[src/rtl/cpu_pkg.sv]
// Shared definitions for the processor front end: opcode encoding, sequencer states
// and the opcode field position inside an instruction word.
package cpu_pkg;

  localparam int OPC_MSB = 8;
  localparam int OPC_LSB = 6;

  typedef enum logic [2:0] {
    OP_MV   = 3'b000,
    OP_MVI  = 3'b001,
    OP_ADD  = 3'b010,
    OP_SUB  = 3'b011,
    OP_HALT = 3'b111
  } opcode_t;

  typedef enum logic [3:0] {
    S_IDLE    = 4'd0,
    S_REQ     = 4'd1,
    S_CAP     = 4'd2,
    S_SETTLE  = 4'd3,
    S_RUN     = 4'd4,
    S_WAIT    = 4'd5,
    S_IMM_REQ = 4'd6,
    S_IMM_CAP = 4'd7,
    S_IMM_RUN = 4'd8,
    S_HALT    = 4'd9
  } seq_state_t;

  // Opcodes 000..011 are executable; everything with the MSB set stops the sequencer.
  function automatic logic is_exec_op(input logic [2:0] opc);
    return (opc[2] == 1'b0);
  endfunction

endpackage

[src/rtl/prog_sequencer_done_watchdog.sv]
// Loadable down-counter guarding the wait for the control FSM's done strobe.
// expired_o is raised on the last permitted waiting cycle.
module done_watchdog #(
  parameter int TIMEOUT = 16
) (
  input  logic clk,
  input  logic rst,
  input  logic clr_i,
  input  logic load_i,
  input  logic en_i,
  output logic expired_o
);

  localparam int CNT_W = $clog2(TIMEOUT + 1);

  logic [CNT_W-1:0] cnt_q;

  // Loaded with TIMEOUT-1 so that exactly TIMEOUT enabled cycles elapse before expiry.
  always_ff @(posedge clk or posedge rst) begin
    if (rst) begin
      cnt_q <= '0;
    end else if (clr_i) begin
      cnt_q <= '0;
    end else if (load_i) begin
      cnt_q <= CNT_W'(TIMEOUT - 1);
    end else if (en_i && (cnt_q != '0)) begin
      cnt_q <= cnt_q - CNT_W'(1);
    end else begin
      cnt_q <= cnt_q;
    end
  end

  assign expired_o = en_i && (cnt_q == '0);

endmodule

[src/rtl/prog_sequencer.sv]
// Instruction sequencer: fetches words from a synchronous program ROM, launches each one
// on the control FSM with a run pulse and waits for done, handling MVI immediates.
import cpu_pkg::*;

module prog_sequencer #(
  parameter int ADDR_W   = 5,
  parameter int DATA_W   = 9,
  parameter int PROG_LEN = 32,
  parameter int TIMEOUT  = 16
) (
  input  logic              clk,
  input  logic              rst,
  input  logic              start_i,
  output logic [ADDR_W-1:0] rom_addr_o,
  input  logic [DATA_W-1:0] rom_data_i,
  output logic [DATA_W-1:0] din_o,
  output logic              run_o,
  input  logic              done_i,
  output logic              busy_o,
  output logic              halted_o,
  output logic              err_o,
  output logic [7:0]        instr_cnt_o
);

  localparam logic [ADDR_W-1:0] LAST_PC = ADDR_W'(PROG_LEN - 1);

  seq_state_t        state_q;
  logic [ADDR_W-1:0] pc_q;
  logic [ADDR_W-1:0] rom_addr_q;
  logic [DATA_W-1:0] din_q;
  logic              run_q;
  logic              busy_q;
  logic              halted_q;
  logic              err_q;
  logic [7:0]        instr_cnt_q;

  logic [2:0] opc_s;
  logic       wd_load_s;
  logic       wd_en_s;
  logic       wd_clr_s;
  logic       wd_expired_s;

  assign opc_s     = din_q[OPC_MSB:OPC_LSB];
  assign wd_load_s = (state_q == S_RUN) || (state_q == S_IMM_RUN);
  assign wd_en_s   = (state_q == S_WAIT);
  assign wd_clr_s  = start_i && ((state_q == S_IDLE) || (state_q == S_HALT));

  done_watchdog #(.TIMEOUT(TIMEOUT)) u_watchdog (
    .clk       (clk),
    .rst       (rst),
    .clr_i     (wd_clr_s),
    .load_i    (wd_load_s),
    .en_i      (wd_en_s),
    .expired_o (wd_expired_s)
  );

  // Sequencer FSM; every output is a register updated alongside the state transition.
  always_ff @(posedge clk or posedge rst) begin
    if (rst) begin
      state_q     <= S_IDLE;
      pc_q        <= '0;
      rom_addr_q  <= '0;
      din_q       <= '0;
      run_q       <= 1'b0;
      busy_q      <= 1'b0;
      halted_q    <= 1'b0;
      err_q       <= 1'b0;
      instr_cnt_q <= 8'd0;
    end else begin
      run_q <= 1'b0;
      case (state_q)
        S_IDLE, S_HALT: begin
          if (start_i) begin
            pc_q        <= '0;
            rom_addr_q  <= '0;
            err_q       <= 1'b0;
            instr_cnt_q <= 8'd0;
            busy_q      <= 1'b1;
            halted_q    <= 1'b0;
            state_q     <= S_REQ;
          end
        end
        S_REQ: state_q <= S_CAP;
        S_CAP: begin
          din_q   <= rom_data_i;
          state_q <= S_SETTLE;
        end
        S_SETTLE: begin
          if (is_exec_op(opc_s)) begin
            run_q   <= 1'b1;
            state_q <= S_RUN;
          end else begin
            err_q    <= err_q | (opc_s != OP_HALT);
            busy_q   <= 1'b0;
            halted_q <= 1'b1;
            state_q  <= S_HALT;
          end
        end
        S_RUN: begin
          if (opc_s == OP_MVI) begin
            rom_addr_q <= pc_q + ADDR_W'(1);
            state_q    <= S_IMM_REQ;
          end else begin
            state_q <= S_WAIT;
          end
        end
        S_IMM_REQ: begin
          if (pc_q == LAST_PC) begin
            err_q    <= 1'b1;
            busy_q   <= 1'b0;
            halted_q <= 1'b1;
            state_q  <= S_HALT;
          end else begin
            pc_q    <= pc_q + ADDR_W'(1);
            state_q <= S_IMM_CAP;
          end
        end
        S_IMM_CAP: begin
          din_q   <= rom_data_i;
          run_q   <= 1'b1;
          state_q <= S_IMM_RUN;
        end
        S_IMM_RUN: state_q <= S_WAIT;
        // done wins over a same-cycle watchdog expiry.
        S_WAIT: begin
          if (done_i) begin
            if (instr_cnt_q != 8'hFF) begin
              instr_cnt_q <= instr_cnt_q + 8'd1;
            end
            if (pc_q == LAST_PC) begin
              busy_q   <= 1'b0;
              halted_q <= 1'b1;
              state_q  <= S_HALT;
            end else begin
              pc_q       <= pc_q + ADDR_W'(1);
              rom_addr_q <= pc_q + ADDR_W'(1);
              state_q    <= S_REQ;
            end
          end else if (wd_expired_s) begin
            err_q    <= 1'b1;
            busy_q   <= 1'b0;
            halted_q <= 1'b1;
            state_q  <= S_HALT;
          end
        end
        default: begin
          busy_q   <= 1'b0;
          halted_q <= 1'b0;
          state_q  <= S_IDLE;
        end
      endcase
    end
  end

  assign rom_addr_o  = rom_addr_q;
  assign din_o       = din_q;
  assign run_o       = run_q;
  assign busy_o      = busy_q;
  assign halted_o    = halted_q;
  assign err_o       = err_q;
  assign instr_cnt_o = instr_cnt_q;

endmodule

[config.mk]
export PLATFORM = sky130hd
export DESIGN_NAME = prog_sequencer
export DESIGN_NICKNAME = d
export VERILOG_FILES = /design/src/rtl/cpu_pkg.sv /design/src/rtl/prog_sequencer_done_watchdog.sv /design/src/rtl/prog_sequencer.sv
export SDC_FILE = /design/constraint.sdc
export NUM_CORES = 1
export LEC_CHECK = 0
export CAP_MARGIN = 20
export CORE_MARGIN = 5
export CORE_UTILIZATION = 23
export DETAILED_ROUTE_END_ITERATION = 10
export SLEW_MARGIN = 20
export SYNTH_ARGS = -nofsm -noshare
export SYNTH_HDL_FRONTEND = slang
export SYNTH_HIERARCHICAL = 1
export SYNTH_SLANG_ARGS = --single-unit
[constraint.sdc]
create_clock -name clk -period 7.1 [get_ports clk]
set_input_delay 0.71 -clock clk [delete_from_list [all_inputs] [get_ports clk]]
set_output_delay 0.71 -clock clk [all_outputs]
set_load 0.03 [all_outputs]
==> metrics.cfg <==
[setup_path]
crit_path_cell_trace = nand4bb_1 > inv_1 > nand2_1 > nor4_1 > or3_1 > and3_1 > nor2_1 > o311a_2
reg2reg_from = state_q[1]
arrival_ps = 3140
ff2ff_path_depth = 8
critPathLaunch = state_q[1]
crit_path_top_delay_cell = dfrtp_1
r2r-end = u_watchdog/cnt_q[4]
endpoint = u_watchdog/cnt_q[4]
worst_setup_path_end_kind = flop
ff2ff_setup_slack_ps = 4140
required_ps = 7280
crit_path_max_incr_delay_ps = 710
cp-start-kind = flop
crit_type = reg2reg
path_max_fanout = 28

[synthesis]
synth_seq_cells = 40
syn_area_um2 = 2380
syn_nets = 251
yosysSeqAreaShare_pct = 42.0
synth_common_cells = dfrtp_1, nor2_1, inv_1
synth_area_leader_cell = dfrtp_1
synth.most_common_cell = dfrtp_1
dominantRegCellSynth = dfrtp_1
synth.top_cell.area_share_pct = 42.0
syn_inst = 234
synth_edf_count = 0
synth-async-reset-ratio_pct = 100
avgSynthCellArea_um2 = 10.2
yosysUniqueCellTypes = 64
synth_warnings = 6
synth.area.top_cells = dfrtp_1, mux2_2, nand2b_1

[sta]
slew_violations = 0
setup_violations = 0
rsz0062_at_grt = no
max_freq_mhz = 338
min_period_ps = 2960
fin_crit_sh_pct = 41.6
fin_setup_tns_ps = 0
max_slew.worst_pin.slew_ps = 879
final-hold-violation-count = 0
fin_skew_ps = 5.91
slew_headroom_pct = 41.4

[cts]
cts-root-buf = clkbuf_8
holdBufCountCts = 0
clockBufferDepth = 2
cts_inserted_buffers = 5
htree_levels = 2
cts_resized = 0
cts_tree = built
cts.sinks = 40
cts.clk_slew.worst_paths_ps = 80
cts_setup_buffers = 0
clock_latency_ps = 290

[pwr]
power_density_nw_per_um2 = 423
p_leak_uw = 0.00120
ir_drop_mv = 0.146

[routing]
drt_iter0_drc = 216
antenna_left = 0
drc = 0
wire_per_inst_um = 14.4
wirelength_um = 5860
vias = 1989
dr.pass1.iters = 4
avgViaCountPerCell = 4.89

[global_routing]
grt_max_degree = 29
grt_pass1_vias = 1994
grt_pass1_wl_um = 10000
grt_overflow_total = 0
grt_use_total_pct = 9.64
grt_antenna_before_repair = 0

[die]
io_pins = 39
coreArea_um2 = 10200
die_area_um2 = 12500
die_h_um = 112
start_util_pct = 23.3
num_rows = 37
die_x_um = 112

[finish]
stdcell_area_um2 = 3020
fillers = 1059
area_growth_pct = 26.6
nNetsFinal = 287
layout-drive-gt1-share_pct = 11.8
diodes = 0
fin_util_pct = 29.5

[place]
io_buffers = 38
hpwl_um = 4340
placed_area_um2 = 2890
place.gp.congestion = 0.824

[outcome]
status = finished, final reports clean

[job]
maxCapViolCount = 0

[worst_hold_path]
hold_path.class = reg2reg

## kinds of logic after synthesis
kind of cell    count (synthesis)  synth area share [%]
xor+xnor                        5                  1.84
fa+ha+maj                       4                  2.10
mux                            16                  7.72
simple gates                   83                  21.5
flops                          40                  42.0
compound gates                 63                  20.6
buf+inv                        23                  4.20
## stage by stage
step / std cells / setup slack [ps] / power (µW) / hold WS [ps]
after floorplan: 234 / 4880 / 881 / 480
after global placement: 399 / 4240 / 1060 / 495
after detailed placement: 399 / 4190 / 1070 / 485
after CTS: 407 / 4180 / 1280 / 505
after global routing: 407 / 3950 / 1360 / 519
final: 407 / 4140 / 1280 / 501
## worst max-delay path, delay by kind of cell, from the launching register on
kind            cells  cell delay [ps]
buf+inv             1              340
simple gates        6             1640
compound gates      1              160
flops               1              710
## registers in the layout (all words and copies together) (netlist names)
register / cells
pc_q: 5
instr_cnt_o: 8
u_watchdog/cnt_q: 5
din_o: 9
busy_o: 1
err_o: 1
halted_o: 1
run_o: 1
rom_addr_o: 5
state_q: 4
## cell usage in the layout (no fill, tap or decap), types with 3 or more instances in the layout
master / Yosys / layout
a211oi_1: 8 / 8
a21o_1: 3 / 3
a21oi_1: 10 / 10
a22o_1: 5 / 5
a2bb2oi_1: 3 / 3
a31oi_1: 3 / 3
and3_1: 4 / 4
clkbuf_8: 0 / 7
clkdlybuf4s50_1: 0 / 38
dfrtp_1: 40 / 40
ha_1: 4 / 4
inv_1: 13 / 13
mux2_2: 11 / 11
mux2i_1: 3 / 3
nand2_1: 9 / 9
nand2b_1: 11 / 11
nand3_1: 6 / 6
nor2_1: 14 / 14
nor2b_1: 4 / 4
nor3_1: 5 / 5
nor3b_1: 4 / 4
o21ai_0: 3 / 3
o22a_1: 4 / 4
or3_1: 4 / 4
xnor2_1: 3 / 3
## per-layer routing
metal	GRT usage, %	wire length (µm)	vias to the layer above
met5	0	0	-
met4	3.41	95	0
met3	2.07	215	7
met2	15.1	2740	49
met1	13.1	2810	975
li1	-	-	958
## power by group
part	leakage [µW]	total [µW]	switching, µW	internal (µW)
Combinational	0.000619	645	344	301
Sequential	0.000519	422	119	303
Clock	0.0000645	208	83.5	124
## how the worst min path moves through the flow
stage                          end     start  cells past startpoint  slack (ps)
final                       busy_o    busy_o                      1         500
after global placement    din_o[5]  din_o[5]                      1         500
after CTS                   busy_o    busy_o                      1         510
after global routing        busy_o    busy_o                      1         520
after detailed placement    busy_o    busy_o                      1         480
after floorplan            pc_q[4]   pc_q[4]                      1         480
## area by class of cell
type                    instances  area, µm²  share of cell area [%]
well taps                     136        170                    5.64
clock inverters                 1       30.0                   0.996
inverters                      13       48.8                    1.62
repair buffers                 39        388                    12.9
multi-input cells             171       1280                    42.5
clock buffers                   7       96.3                    3.20
flip-flops and latches         40       1000                    33.2
(Power assumes the default switching activity.)
